===== src/rtl/siganfu_pkg.sv =====
// siganfu_pkg: state encodings, firing-mode constants and helpers shared by the weapon controller
package siganfu_pkg;
  typedef enum logic [2:0] {
    IDLE         = 3'd0,
    SHOOT_SINGLE = 3'd1,
    SHOOT_AUTO   = 3'd2,
    RELOAD       = 3'd3,
    OVERHEAT     = 3'd4,
    DOWNFALL     = 3'd5,
    SHOOT_BURST  = 3'd6
  } state_t;
  typedef enum logic [1:0] {T_IDLE, T_PULSE, T_GAP} tphase_t;
  localparam logic [1:0] MODE_SINGLE = 2'b00;
  localparam logic [1:0] MODE_BURST  = 2'b01;
  localparam logic [1:0] MODE_AUTO   = 2'b10;
  function automatic state_t shoot_state(input logic [1:0] m);
    return m == MODE_SINGLE ? SHOOT_SINGLE :
           m == MODE_BURST  ? SHOOT_BURST  :
           m == MODE_AUTO   ? SHOOT_AUTO   : SHOOT_SINGLE;
  endfunction
  function automatic int max3(input int a, input int b, input int c);
    return (a > b) ? ((a > c) ? a : c) : ((b > c) ? b : c);
  endfunction
endpackage


===== src/rtl/siganfu_shot_timer.sv =====
// siganfu_shot_timer: one shot is fire high PULSE_CYC cycles then low GAP_CYC cycles; done marks the last gap cycle
module siganfu_shot_timer
  import siganfu_pkg::*;
#(
  parameter int PULSE_CYC = 5,
  parameter int GAP_CYC   = 5
) (
  input  logic clk,
  input  logic rst,
  input  logic start,
  input  logic abort,
  output logic fire,
  output logic busy,
  output logic done
);
  localparam int CW = $clog2((PULSE_CYC > GAP_CYC ? PULSE_CYC : GAP_CYC) + 1);
  tphase_t phase_q, phase_d;
  logic [CW-1:0] cnt_q, cnt_d;
  logic fire_q, fire_d, last;
  always_comb begin
    busy = phase_q != T_IDLE;
    last = cnt_q == CW'(phase_q == T_PULSE ? PULSE_CYC - 1 : GAP_CYC - 1);
    done = phase_q == T_GAP && last;
    phase_d = phase_q;
    cnt_d = (busy && !last) ? cnt_q + 1'b1 : '0;
    fire_d = fire_q;
    if (abort) begin
      phase_d = T_IDLE;
      cnt_d = '0;
      fire_d = 1'b0;
    end else if (start) begin
      phase_d = T_PULSE;
      cnt_d = '0;
      fire_d = 1'b1;
    end else if (busy && last) begin
      phase_d = phase_q == T_PULSE ? T_GAP : T_IDLE;
      fire_d = 1'b0;
    end
  end
  always_ff @(posedge clk) begin
    if (rst) begin
      phase_q <= T_IDLE;
      cnt_q <= '0;
      fire_q <= 1'b0;
    end else begin
      phase_q <= phase_d;
      cnt_q <= cnt_d;
      fire_q <= fire_d;
    end
  end
  assign fire = fire_q;
endmodule


===== src/rtl/siganfu_weapon_ctrl.sv =====
// siganfu_weapon_ctrl: turret fire-control FSM with magazines, reload, overheat and downfall handling.
// Defining SIGANFU_SHOT_COUNTER_EN adds a saturating 16-bit shots_total output.
module siganfu_weapon_ctrl
  import siganfu_pkg::*;
#(
  parameter int MAG_SIZE   = 25,
  parameter int SPARE_MAGS = 3,
  parameter int BURST_LEN  = 3,
  parameter int PULSE_CYC  = 5,
  parameter int GAP_CYC    = 5,
  parameter int RELOAD_CYC = 50,
  parameter int COOL_CYC   = 100,
  parameter int DOWN_CYC   = 100,
  localparam int AW = $clog2(MAG_SIZE + 1),
  localparam int SW = SPARE_MAGS > 0 ? $clog2(SPARE_MAGS + 1) : 1
) (
  input  logic          sysclk,
  input  logic          reboot,
  input  logic          target_locked,
  input  logic          is_enemy,
  input  logic          fire_command,
  input  logic          overheat_sensor,
  input  logic [1:0]    firing_mode,
  output logic [2:0]    current_state,
  output logic          fire_trigger,
  output logic          criticality_alert,
  output logic [AW-1:0] ammo_count,
  output logic [SW-1:0] spare_count
`ifdef SIGANFU_SHOT_COUNTER_EN
  ,
  output logic [15:0]   shots_total
`endif
);
  localparam int TW = $clog2(max3(RELOAD_CYC, COOL_CYC, DOWN_CYC) + 1);
  localparam int BW = $clog2(BURST_LEN + 1);
  state_t state_q, state_d, empty_st;
  logic [AW-1:0] ammo_q, ammo_d;
  logic [SW-1:0] spare_q, spare_d;
  logic [TW-1:0] tmr_q, tmr_d;
  logic [BW-1:0] burst_q, burst_d;
  logic alert_q, alert_d, fcmd_q;
  logic armed, shooting, more, start, abort, busy, done;
  siganfu_shot_timer #(.PULSE_CYC(PULSE_CYC), .GAP_CYC(GAP_CYC)) u_timer (
    .clk(sysclk), .rst(reboot), .start(start), .abort(abort),
    .fire(fire_trigger), .busy(busy), .done(done)
  );
  always_comb begin
    armed = is_enemy & target_locked & fire_command;
    shooting = state_q inside {SHOOT_SINGLE, SHOOT_AUTO, SHOOT_BURST};
    empty_st = spare_q != '0 ? RELOAD : DOWNFALL;
    more = ammo_q != '0 && armed &&
           (state_q == SHOOT_AUTO || (state_q == SHOOT_BURST && burst_q < BW'(BURST_LEN)));
    start = shooting && !overheat_sensor && (!busy || (done && more));
    abort = (shooting && overheat_sensor) ||
            !(state_q inside {IDLE, SHOOT_SINGLE, SHOOT_AUTO, RELOAD, OVERHEAT, DOWNFALL, SHOOT_BURST});
    state_d = state_q;
    ammo_d = start ? ammo_q - 1'b1 : ammo_q;
    spare_d = spare_q;
    alert_d = alert_q;
    tmr_d = '0;
    burst_d = start ? burst_q + 1'b1 : burst_q;
    case (state_q)
      IDLE:
        if (armed && ammo_q != '0 && (shoot_state(firing_mode) != SHOOT_SINGLE || !fcmd_q))
          state_d = shoot_state(firing_mode);
      SHOOT_SINGLE, SHOOT_AUTO, SHOOT_BURST:
        if (overheat_sensor) state_d = OVERHEAT;
        else if (done) state_d = ammo_q == '0 ? empty_st : more ? state_q : IDLE;
      RELOAD: begin
        tmr_d = tmr_q + 1'b1;
        if (tmr_q == TW'(RELOAD_CYC - 1)) begin
          state_d = IDLE;
          ammo_d = AW'(MAG_SIZE);
          spare_d = spare_q - 1'b1;
          alert_d = alert_q | (spare_q == SW'(1));
        end
      end
      OVERHEAT: begin
        // timer saturates so a long-held sensor still exits on the first clear cycle
        tmr_d = tmr_q == TW'(COOL_CYC - 1) ? tmr_q : tmr_q + 1'b1;
        if (tmr_q == TW'(COOL_CYC - 1) && !overheat_sensor) state_d = ammo_q == '0 ? empty_st : IDLE;
      end
      DOWNFALL: begin
        tmr_d = tmr_q + 1'b1;
        if (tmr_q == TW'(DOWN_CYC - 1)) begin
          state_d = IDLE;
          ammo_d = AW'(MAG_SIZE);
          spare_d = SW'(SPARE_MAGS);
          alert_d = 1'b0;
        end
      end
      default: state_d = IDLE;
    endcase
    if (state_d == DOWNFALL) alert_d = 1'b1;
    if (state_d != state_q) tmr_d = '0;
    if (!(state_d inside {SHOOT_SINGLE, SHOOT_AUTO, SHOOT_BURST})) burst_d = '0;
  end
  always_ff @(posedge sysclk) begin
    if (reboot) begin
      state_q <= IDLE;
      ammo_q <= AW'(MAG_SIZE);
      spare_q <= SW'(SPARE_MAGS);
      alert_q <= 1'b0;
      tmr_q <= '0;
      burst_q <= '0;
      fcmd_q <= 1'b0;
    end else begin
      state_q <= state_d;
      ammo_q <= ammo_d;
      spare_q <= spare_d;
      alert_q <= alert_d;
      tmr_q <= tmr_d;
      burst_q <= burst_d;
      fcmd_q <= fire_command;
    end
  end
  assign current_state = state_q;
  assign criticality_alert = alert_q;
  assign ammo_count = ammo_q;
  assign spare_count = spare_q;
`ifdef SIGANFU_SHOT_COUNTER_EN
  logic [15:0] shots_q, shots_d;
  assign shots_d = (start && shots_q != 16'hFFFF) ? shots_q + 1'b1 : shots_q;
  always_ff @(posedge sysclk) shots_q <= reboot ? '0 : shots_d;
  assign shots_total = shots_q;
`endif
endmodule


===== config.mk =====
export PLATFORM = sky130hd
export DESIGN_NAME = siganfu_weapon_ctrl
export DESIGN_NICKNAME = d
export VERILOG_FILES = /design/src/rtl/siganfu_pkg.sv /design/src/rtl/siganfu_shot_timer.sv /design/src/rtl/siganfu_weapon_ctrl.sv
export SDC_FILE = /design/constraint.sdc
export NUM_CORES = 1
export LEC_CHECK = 0
export ABC_AREA = 0
export ABC_CLOCK_PERIOD_IN_PS = 2500
export CAP_MARGIN = 20
export CORE_MARGIN = 2
export CORE_UTILIZATION = 50
export CTS_CLUSTER_SIZE = 30
export DETAILED_ROUTE_END_ITERATION = 8
export GPL_ROUTABILITY_DRIVEN = 0
export PLACE_DENSITY_LB_ADDON = 0.08
export SLEW_MARGIN = 20
export SYNTH_ARGS = -nofsm -noshare
export SYNTH_HDL_FRONTEND = slang
export SYNTH_SLANG_ARGS = --single-unit
export TNS_END_PERCENT = 30

===== constraint.sdc =====
create_clock -name sysclk -period 2.5 [get_ports sysclk]
set_input_delay 0.5 -clock sysclk [delete_from_list [all_inputs] [get_ports sysclk]]
set_output_delay 0.5 -clock sysclk [all_outputs]
set_load 0.01 [all_outputs]

# [After elaboration in Yosys (flattened, before gate mapping)]
# Cells that the tools add are included.
[word_totals] regBits=27 input_bits=8 elab_cells=121
[op_classes] n_addsub=5 magnitude_cmp=1 eq_ne=25 muxes=32 bitwise_logic=5 reduce_logical=42
[op_table] operator="$mux 3" count=12
[op_table] operator="$eq 3x3->1 const B" count=6
[op_table] operator="$mux 5" count=3
[op_table] operator="$pmux 3 s5" count=1
[op_table] operator="$pmux 7 s2" count=1
[op_table] operator="$logic_and 1x1->1" count=12
[op_table] operator="$pmux 5 s2" count=1
[op_table] operator="$eq 3x2->1 const B" count=3
[op_table] operator="$ne 3x1->1 const B" count=3
[op_table] operator="$reduce_bool 3->1" count=3
[op_table] operator="$mux 2" count=4
[op_table] operator="$reduce_bool 2->1" count=4
[op_table] operator="$reduce_or 2->1" count=4
[op_table] operator="$add 7x1->7 const B" count=1
[op_table] operator="$eq 7x6->1 const B" count=1
[op_table] operator="$eq 7x7->1 const B" count=1
[op_table] operator="$mux 1" count=7
[op_table] operator="$mux 7" count=1
[op_table] operator="$reduce_bool 7->1" count=1
[op_table] operator="$eq 2x1->1 const B" count=3
[op_table] operator="$eq 3x1->1 const B" count=2
[op_table] operator="$reduce_and 3->1" count=2
[op_table] operator="$reduce_or 3->1" count=2
[op_table] operator="$logic_not 1->1" count=5
[op_table] operator="20 further kinds" count=27

# [Longest topological paths before layout]
# Gate-level depths: netlist of run 1.
[logic_depth] ltp_word=13 depth_mapped=8 depth_no_buf=8

# [Hierarchy]
# From an unflattened synthesis of run 1, not the netlist that was laid out.
[unflattened] hier_cells=201 area_unflattened_um2=1699.1
[modules_own_cells] module="siganfu_weapon_ctrl" n_inst=1 cells_per_inst=176 area_per_inst_um2=1437.6 seq_area_each_um2=420.4
[modules_own_cells] module="siganfu_shot_timer" n_inst=1 cells_per_inst=25 area_per_inst_um2=261.5 seq_area_each_um2=100.1

# [Worst setup path before layout of run 1]
# No wires, ideal clock.
[synth_timing] kind="reg2reg" start="register ammo_q[0] (netlist: ammo_count[0])" end="register tmr_q[0]" setup_ps=134 arrival_ps=2017 t_required_ps=2366 setup_slack_ps=349 path_stages_with_launch=9 n_path_buf=0 period_less_slack_ps=2151 cell_sequence="dfxtp_1 > inv_1 > ha_1 > or4b_4 > nand2_2 > nor4b_2 > or4_4 > mux2i_4 > nor4_1"
[synth_via] elab_chain_cells=10 elab_cells_between_ends=15 classes_between="eq/ne: 1; mux: 8; reduce/logical: 6"
[synth_lines] element="start, declared" line="siganfu_weapon_ctrl.sv:37" source="logic [AW-1:0] ammo_q, ammo_d;"
[synth_lines] element="start signal, assigned" line="siganfu_weapon_ctrl.sv:101" source="ammo_q <= AW'(MAG_SIZE);"
[synth_lines] element="start signal, assigned" line="siganfu_weapon_ctrl.sv:109" source="ammo_q <= ammo_d;"
[synth_lines] element="$reduce_bool 5->1" line="siganfu_weapon_ctrl.sv:51, siganfu_weapon_ctrl.sv:64"
[synth_lines] element="$logic_and 1x1->1" line="siganfu_weapon_ctrl.sv:51, siganfu_weapon_ctrl.sv:64"
[synth_lines] element="$logic_and 1x1->1" line="siganfu_weapon_ctrl.sv:51" source="more = ammo_q != '0 && armed &&"
[synth_lines] element="$mux 3 (3 in series)" line="siganfu_weapon_ctrl.sv:68" source="else if (done) state_d = ammo_q == '0 ? empty_st : more ? state_q : IDLE;"
[synth_lines] element="$mux 3" line="siganfu_weapon_ctrl.sv:67" source="if (overheat_sensor) state_d = OVERHEAT;"
[synth_lines] element="$pmux 3 s5 *" line="siganfu_weapon_ctrl.sv:62" source="case (state_q)"
[synth_lines] element="$ne 3x3->1 *" line="siganfu_weapon_ctrl.sv:95" source="if (state_d != state_q) tmr_d = '0;"
[synth_lines] element="$reduce_or 2->1 (no line) *"
[synth_lines] element="end signal, assigned" line="siganfu_weapon_ctrl.sv:112" source="tmr_q <= tmr_d;"
[synth_lines] element="end, declared" line="siganfu_weapon_ctrl.sv:39" source="logic [TW-1:0] tmr_q, tmr_d;"
# Every way passes the cells marked *; elsewhere a longest branch is shown, timed or not.
# A chain may end at the register's enable or synchronous reset.

# [Worst setup path after layout of run 1]
[layout_timing] start="register ammo_q[0] (netlist: ammo_count[0])" end="register tmr_q[5]"
# The elaborated chain is that of the path after synthesis.

==> results_dict.tcl, run 1 <==
set metrics [dict create \
    detailedRoute.firstPassIterationCount 4 \
    layout-drive-gt1-share_pct 10.4 \
    worst_setup_hold_path_clk_slew_ns 0.15 \
    timing.clock.skew_ns 0.00633 \
    timing.final.hold_violations 0 \
    fin_tns_setup_ns 0 \
    ir_drop_mv 0.286 \
    grt-ovfl-total 0 \
    die-width_um 60.9 \
    synthSimpleGateAreaFrac_pct 29.3 \
    critical_path.max_fanout 6 \
    reg2regPathDepth 8 \
    tritoncts_num_sinks 26 \
    start_util_pct 52.6 \
    post-dp-hpwl_um 2700 \
    cp-start-kind "register" \
    synth-compound-area-share_pct 17.5 \
    detail_route.vias_per_cell 5.86 \
    post_synthesis_mux_area_share_pct 3.24 \
    most-common-layout-cells "26 x sky130_fd_sc_hd__dfxtp_1, 23 x sky130_fd_sc_hd__nand2_1, 19 x sky130_fd_sc_hd__clkdlybuf4s50_1, 12 x sky130_fd_sc_hd__nor2_1, 10 x sky130_fd_sc_hd__ha_1" \
    post-route-drc-count 0 \
    final_max_slew_viol_count 0 \
    area_growth_pct 19.6 \
    cts_tree "yes" \
    hold_path_class "reg -> reg" \
    floorplan.die.height_um 60.9 \
    detailed_place.area_um2 1890 \
    ys_seq_elements 26 \
    cap_viol_max_count 0 \
    insertedDiodeCount 0 \
    p_leak_nw 0.709 \
    ys_types 51 \
    area_share_of_xor_xnor_cells_in_the_synthesized_design_pct 6.49 \
    clock_latency_ns 0.33 \
    routed_wire_length_per_instance_um 13.6 \
    yosys_warnings 0 \
    worst_slew_margin_rel_pct 65.3 \
    cts-buffers-inserted 3 \
    worst-endpoint-required_ns 2.71 \
    layout.cell_area.non_filler_um2 1940 \
    finalCoreUtilization_pct 63.0 \
    reg2reg_setup_slack_ns 0.16 \
    cts-hold-fix-buffers 0 \
    core_region_area_um2 3080 \
    finalSetupViolations 0 \
    synth.area.top_cells "sky130_fd_sc_hd__dfxtp_1 32%, sky130_fd_sc_hd__ha_1 7.7%, sky130_fd_sc_hd__nand2_1 5.3%" \
    synth_area_leader_cell "sky130_fd_sc_hd__dfxtp_1" \
    grt_pass1_vias 1280 \
    dominant_synthesized_flop_cell "sky130_fd_sc_hd__dfxtp_1" \
    synth_edf_count 0 \
    io_buffer_count 19 \
    ant_nets 0 \
    postCtsResizedCells 0 \
    mostFrequentLayoutCell "sky130_fd_sc_hd__dfxtp_1" \
    io-pin-count 20 \
    crit_arrival_ns 2.55 \
    grt_max_degree 17 \
    routed_wirelength_um 3490 \
    nets 231 \
    tightestPinTransition_ns 0.520 \
    setup.worst_path.class "reg -> reg" \
    gr-usage-all-layers_pct 20.5 \
    clock_tree.root_cell "sky130_fd_sc_hd__clkbuf_4" \
    yosys.area_share.adder_pct 7.72 \
    initial_antenna_violation_count 0 \
    num_vias 1501 \
    synth.cell_area_um2 1620 \
    clock_tree.buffer_depth 2 \
    fin_crit_sh_pct 93.6 \
    synth_top_area_share_pct 32.1 \
    drt-initial-drc-count 65 \
    run_status "finished clean" \
    power_density_nw_per_um2 413 \
    synth.net_count 206 \
    first_pass_grt_wire_length_um 5690 \
    post_synth_inst_count 188 \
    timing.critical_path.to_type "register" \
    post_cts_buffers 0 \
    h_tree_depth 1 \
    hold_path_depth 2 \
    dominant_combinational_cell_family_by_area_after_synthesis "simple AND/OR/NAND/NOR gates" \
    finalWorstPathRequiredPeriod_ns 2.34 \
    hold_slack_final_ns 0.510 \
    fmax_mhz 427 \
    synthArstFlopShare_pct 0 \
    row_count 20 \
    avg_synthesized_cell_area_um2 8.62 \
    yosysSeqAreaShare_pct 32.1 \
    die_footprint_um2 3710 \
    rsz0062_at_grt "false" \
]
registers in the layout (all words and copies together) (netlist names):
name	count
tmr_q	7
u_timer.phase_q	1
u_timer.cnt_q	3
fcmd_q	1
ammo_count	5
spare_count	2
burst_q	2
u_timer.fire	1
current_state	3
criticality_alert	1
power breakdown:
part	switching, W	leakage (nW)	total [W]	internal (W)
Clock	0.000130	0.0279	0.000292	0.000162
Combinational	0.0000406	0.471	0.0000828	0.0000423
Sequential	0.00000711	0.210	0.000426	0.000419
critical path, cell delays in order (launching register included):
cell and delay (ns):
sky130_fd_sc_hd__dfxtp_1 0.37, sky130_fd_sc_hd__inv_1 0.09, sky130_fd_sc_hd__ha_1 0.17, sky130_fd_sc_hd__or4b_4 0.51, sky130_fd_sc_hd__nand2_2 0.14, sky130_fd_sc_hd__nor4b_2 0.08, sky130_fd_sc_hd__or4_4 0.52, sky130_fd_sc_hd__mux2i_4 0.23
sky130_fd_sc_hd__nor4_1 0.10
final timing paths:
check | from | endpoint
max reg2reg | ammo_count[0] | tmr_q[5]
min reg2reg | spare_count[1] | spare_count[1]
max | ammo_count[0] | tmr_q[5]
min | spare_count[1] | spare_count[1]
logic make-up (layout without fill, tap and decap cells):
| logic type | after synthesis | after routing |
|---|---|---|
| compound gates | 37 | 37 |
| xor+xnor | 12 | 12 |
| fa+ha+maj | 10 | 10 |
| buf+inv | 14 | 38 |
| flops | 26 | 26 |
| simple gates | 85 | 85 |
| mux | 4 | 4 |
final cells by class:
type                       count  area, um^2
timing repair buffer          25         235
tap                           44        55.1
multi-input combinational    148        1040
clock inverter                 1        30.0
clock buffer                   3        22.5
inverter                       9        33.8
fill                         271        1140
sequential                    26         520
synth_stat cells (all sizes together), types with 3 or more instances:
cell    number
a211oi       3
dfxtp       26
nor2b        4
nor2        12
buf          3
a31oi        4
inv          9
nor4         4
o21ai        3
and2         4
xnor2        6
a21oi        6
nand3        5
nand2       24
mux2i        4
nor3         8
and4b        3
xor2         6
ha          10
nand2b       4
metrics by stage:
| step | total power [W] | setup slack (ns) | cells |
|---|---|---|---|
| CTS | 0.000809 | 0.160 | 256 |
| finish | 0.000801 | 0.161 | 256 |
| global placement | 0.000516 | 0.0334 | 252 |
| global route | 0.000838 | 0.0579 | 256 |
| floorplan | 0.000485 | 0.349 | 188 |
| detailed placement | 0.000517 | -0.0835 | 252 |
layer usage:
layer	up-vias	global-route usage (%)	share of wire (%)
li1	739	-	-
met1	697	29.2	47
met2	63	30.6	45
met3	2	4.05	6.8
met4	0	7.45	0.60
met5	-	0	0
(Power assumes the default switching activity.)
==> run 2: changes to the inputs <==
--- a/config.mk
+++ b/config.mk
@@ -6,7 +6,7 @@
 export NUM_CORES = 1
 export LEC_CHECK = 0
 export ABC_AREA = 0
-export ABC_CLOCK_PERIOD_IN_PS = 2500
+export ABC_CLOCK_PERIOD_IN_PS = 2600
 export CAP_MARGIN = 20
 export CORE_MARGIN = 2
 export CORE_UTILIZATION = 50
==> constraint.sdc (replaced) <==
create_clock -name sysclk -period 2.6 [get_ports sysclk]
set_input_delay 0.52 -clock sysclk [delete_from_list [all_inputs] [get_ports sysclk]]
set_output_delay 0.52 -clock sysclk [all_outputs]
set_load 0.01 [all_outputs]
==> results_dict.tcl, run 2 (same netlist as run 1, synthesis figures left out) <==
set metrics [dict create \
    run_status "finished clean" \
    drt-initial-drc-count 79 \
    ant_nets 0 \
    worst_setup_hold_path_clk_slew_ns 0.15 \
    power_density_nw_per_um2 400 \
    min_delay_worst_endpoint "spare_count[1]" \
    tritoncts_num_sinks 26 \
    cpLargestDelayFamily "simple AND/OR/NAND/NOR gates" \
    cp-start-kind "register" \
    mostFrequentLayoutCell "sky130_fd_sc_hd__dfxtp_1" \
    worst-endpoint-required_ns 2.81 \
    insertedDiodeCount 0 \
    reg2regPathDepth 8 \
    hold_path_depth 2 \
    slowest_delay_ns 0.53 \
    detailedRoute.firstPassIterationCount 4 \
    first_pass_grt_wire_length_um 6130 \
    cts_tree "yes" \
    detail_route.vias_per_cell 5.78 \
    p_leak_nw 0.704 \
    grt_max_degree 18 \
    grt_pass1_vias 1390 \
    crit-reg2reg-launch "ammo_count[0]" \
    hold_slack_final_ns 0.510 \
    post-route-drc-count 0 \
    reg2reg_setup_slack_ns 0.22 \
    layout-drive-gt1-share_pct 9.95 \
    timing.critical_path.to_type "register" \
    fmax_mhz 421 \
    timing.final.hold_violations 0 \
    origin_of_the_worst_min_delay_path "spare_count[1]" \
    core_region_area_um2 3080 \
    cts-buffers-inserted 3 \
    grt-ovfl-total 0 \
    h_tree_depth 1 \
    crit_buf_inv 1 \
    start_util_pct 52.6 \
    numPlacedInstances 251 \
    nets 230 \
    largest_register "tmr_q" \
    most-common-layout-cells "26 x sky130_fd_sc_hd__dfxtp_1, 23 x sky130_fd_sc_hd__nand2_1, 19 x sky130_fd_sc_hd__clkdlybuf4s50_1, 12 x sky130_fd_sc_hd__nor2_1, 10 x sky130_fd_sc_hd__ha_1" \
    post-dp-hpwl_um 2810 \
    io-pin-count 20 \
    finalSetupViolations 0 \
    crit_arrival_ns 2.58 \
    cap_viol_max_count 0 \
    fin_tns_setup_ns 0 \
    post_cts_buffers 0 \
    crit_path_max_delay_cell_type "sky130_fd_sc_hd__or4_4" \
    setup.worst_path.class "reg -> reg" \
    routed_wirelength_um 3670 \
    postCtsResizedCells 0 \
    hold_path_class "reg -> reg" \
    cts-hold-fix-buffers 0 \
    row_count 20 \
    clock_tree.buffer_depth 2 \
    rsz0062_at_grt "false" \
    tightestPinTransition_ns 0.560 \
    largest_register_ff_count 7 \
    r2r-end "tmr_q[0]" \
    finalCoreUtilization_pct 62.7 \
    die-width_um 60.9 \
    gr-usage-all-layers_pct 22.2 \
    clock_tree.root_cell "sky130_fd_sc_hd__clkbuf_4" \
    floorplan.die.height_um 60.9 \
    io_buffer_count 19 \
    num_vias 1475 \
    ir_drop_mv 0.349 \
    fin_crit_sh_pct 91.4 \
    area_growth_pct 19.2 \
    initial_antenna_violation_count 0 \
    timing.clock.skew_ns 0.00380 \
    routed_wire_length_per_instance_um 14.4 \
    finalWorstPathRequiredPeriod_ns 2.38 \
    worst_slew_margin_rel_pct 62.3 \
    die_footprint_um2 3710 \
    finalNonFillerCells 255 \
    critical_path.max_fanout 6 \
    final_max_slew_viol_count 0 \
    clock_latency_ns 0.33 \
    critical_path_cell_sequence "inv_1 > ha_1 > or4b_4 > nand2_2 > nor4b_2 > or4_4 > mux2i_4 > nor4_1" \
]
run 2: cell count changes in the layout (fill, tap and decap cells not counted), sizes merged:
cell  previous run  this run
buf              6         5
run 2: worst max-delay path by stage:
| stage | from | endpoint | slack, ns | cells after the start |
|---|---|---|---|---|
| 2_1_floorplan | ammo_count[0] | tmr_q[0] | 0.45 | 8 |
| 3_3_place_gp | fire_command | tmr_q[0] | 0.13 | 7 |
| 3_5_place_dp | fire_command | tmr_q[5] | 0.08 | 7 |
| 4_1_cts | ammo_count[0] | tmr_q[5] | 0.23 | 8 |
| 5_1_grt | tmr_q[0] | burst_q[0] | 0.1 | 7 |
| 6_report | ammo_count[0] | tmr_q[0] | 0.22 | 8 |
run 2: through the flow:
stage          instance area (um^2)  worst slack, ns  power, W
2_1_floorplan                  1620            0.449  0.000466
3_3_place_gp                   1880            0.133  0.000495
3_5_place_dp                   1880           0.0823  0.000498
4_1_cts                        1930            0.232  0.000778
5_1_grt                        1930           0.0993  0.000804
6_report                       1930            0.225  0.000772
run 2: final cells by class:
class / instances / area [um^2]
inverters: 9 / 33.8
flip-flops and latches: 26 / 520
clock inverters: 1 / 30.0
well taps: 44 / 55.1
multi-input cells: 148 / 1040
fillers: 283 / 1150
clock buffers: 3 / 22.5
repair buffers: 24 / 228
run 2: power by group:
| group | total, W | leakage, nW | internal (W) | switching [W] |
|---|---|---|---|---|
| Sequential | 0.000410 | 0.210 | 0.000403 | 0.00000715 |
| Clock | 0.000282 | 0.0279 | 0.000156 | 0.000126 |
| Combinational | 0.0000801 | 0.466 | 0.0000403 | 0.0000398 |
run 2: metal layers:
metal,GRT usage [%],part of all wire (%),vias up
li1,-,-,729
met3,2.77,4.1,4
met5,0,0,-
met4,7.45,1.1,0
met1,30.7,49,699
met2,35.6,46,43
run 2: worst reg2reg max path, delay by kind of cell (launching register included):
kind	cells	cell delay, ns
buffers and inverters	1	0.09
and+or+nand+nor	5	1.36
adders and majority gates	1	0.18
muxes	1	0.25
DFF	1	0.37
==> run 3: changes to the inputs <==
--- a/config.mk
+++ b/config.mk
@@ -13,7 +13,7 @@
 export CTS_CLUSTER_SIZE = 30
 export DETAILED_ROUTE_END_ITERATION = 8
 export GPL_ROUTABILITY_DRIVEN = 0
-export PLACE_DENSITY_LB_ADDON = 0.08
+export PLACE_DENSITY = 0.73
 export SLEW_MARGIN = 20
 export SYNTH_ARGS = -nofsm -noshare
 export SYNTH_HDL_FRONTEND = slang
==> results_dict.tcl, run 3 (same netlist as run 1, synthesis figures left out) <==
set metrics [dict create \
    cap_viol_max_count 0 \
    p_leak_nw 0.704 \
    hold_slack_final_ns 0.506 \
    run_status "finished clean" \
    critical_path.max_fanout 5 \
    grt_pass1_vias 1330 \
    ant_nets 0 \
    detailedRoute.firstPassIterationCount 4 \
    crit_arrival_ns 2.59 \
    floorplan.die.height_um 60.9 \
    grt_max_degree 17 \
    cts-hold-fix-buffers 0 \
    routed_wirelength_um 3650 \
    power_density_nw_per_um2 400 \
    gr-usage-all-layers_pct 21.6 \
    timing.clock.skew_ns 0.00622 \
    clock_tree.root_cell "sky130_fd_sc_hd__clkbuf_4" \
    slowest_delay_ns 0.58 \
    die-width_um 60.9 \
    row_count 20 \
    largest_register "tmr_q" \
    worst_slew_margin_rel_pct 63.3 \
    io_buffer_count 19 \
    layout-drive-gt1-share_pct 9.95 \
    cts_tree "yes" \
    clock_latency_ns 0.33 \
    worst_setup_hold_path_clk_slew_ns 0.15 \
    finalSetupViolations 0 \
    worstSetupStartpoint "tmr_q[0]" \
    fin_tns_setup_ns 0 \
    nets 230 \
    num_vias 1494 \
    die_footprint_um2 3710 \
    drt-initial-drc-count 87 \
    post-route-drc-count 0 \
    grt-ovfl-total 0 \
    h_tree_depth 1 \
    mostFrequentLayoutCell "sky130_fd_sc_hd__dfxtp_1" \
    cts-buffers-inserted 3 \
    postCtsResizedCells 0 \
    layout.cell_area.non_filler_um2 1930 \
    core_region_area_um2 3080 \
    pre_cts_slack_ns 0.0831 \
    largest_register_ff_count 7 \
    most-common-layout-cells "26 x sky130_fd_sc_hd__dfxtp_1, 23 x sky130_fd_sc_hd__nand2_1, 19 x sky130_fd_sc_hd__clkdlybuf4s50_1, 12 x sky130_fd_sc_hd__nor2_1, 10 x sky130_fd_sc_hd__ha_1" \
    io-pin-count 20 \
    fin_crit_sh_pct 89.8 \
    crit_path_max_delay_cell_type "sky130_fd_sc_hd__a2111oi_2" \
    insertedDiodeCount 0 \
    start_util_pct 52.6 \
    detail_route.vias_per_cell 5.86 \
    tightestPinTransition_ns 0.549 \
    timing.final.hold_violations 0 \
    post-dp-hpwl_um 2800 \
    timing.critical_path.to_type "register" \
    setup.worst_path.class "reg -> reg" \
    routed_wire_length_per_instance_um 14.3 \
    critical_path_cell_sequence "ha_1 > and4b_1 > and2_1 > o22ai_1 > a2111oi_2 > nand2_1 > a211oi_1" \
    detailed_place.area_um2 1880 \
    finalWorstPathRequiredPeriod_ns 2.34 \
    setup_slack_ns 0.264 \
    fmax_mhz 428 \
    tritoncts_num_sinks 26 \
    hold_path_class "reg -> reg" \
    clock_tree.buffer_depth 2 \
    cp-start-kind "register" \
    initial_antenna_violation_count 0 \
    origin_of_the_worst_min_delay_path "spare_count[1]" \
    first_pass_grt_wire_length_um 6100 \
    worst-endpoint-required_ns 2.86 \
    area_growth_pct 19.2 \
    ir_drop_mv 0.337 \
    final_max_slew_viol_count 0 \
    rsz0062_at_grt "false" \
    crit-reg2reg-launch "tmr_q[0]" \
    post_cts_buffers 0 \
]
run 3: where the power goes:
| part | leakage [nW] | switching, W | total (W) | internal, W |
|---|---|---|---|---|
| registers | 0.210 | 0.00000703 | 0.000410 | 0.000403 |
| logic | 0.466 | 0.0000397 | 0.0000800 | 0.0000403 |
| clock network | 0.0279 | 0.000127 | 0.000283 | 0.000156 |
run 3: path summary, 6_finish.rpt:
path / end / slack (ns) / cells after the start
max: burst_q[0] / 0.26 / 7
min: spare_count[1] / 0.51 / 2
max reg2reg: burst_q[0] / 0.26 / 7
min reg2reg: spare_count[1] / 0.51 / 2
run 3: per-stage QoR:
stage	utilization (%)	instances	total power [W]
2_1_floorplan	-	188	0.000466
3_3_place_gp	61.0	251	0.000495
3_5_place_dp	61.0	251	0.000497
4_1_cts	62.7	255	0.000781
5_1_grt	62.7	255	0.000802
6_report	62.7	255	0.000773
run 3: layout make-up:
type | instances | area (um^2)
fill | 272 | 1150
multi-input combinational | 148 | 1040
sequential | 26 | 520
timing repair buffer | 24 | 228
tap | 44 | 55.1
inverter | 9 | 33.8
clock inverter | 1 | 30.0
clock buffer | 3 | 22.5
run 3: routing by layer:
layer  vias to the layer above  track usage [%]  share of wire [%]
met2                        55             33.6                 46
met1                       694             30.8                 47
met3                         8             4.69                5.6
met4                         0             4.66                1.5
li1                        737                -                  -
met5                         -                0                  0
run 3: worst max-delay path: cells and delay by family, from the launching register on:
family	cells	cell delay (ns)
AOI/OAI and AO/OA	3	0.93
and+or+nand+nor	3	0.61
DFF	1	0.46
adders and majority gates	1	0.27
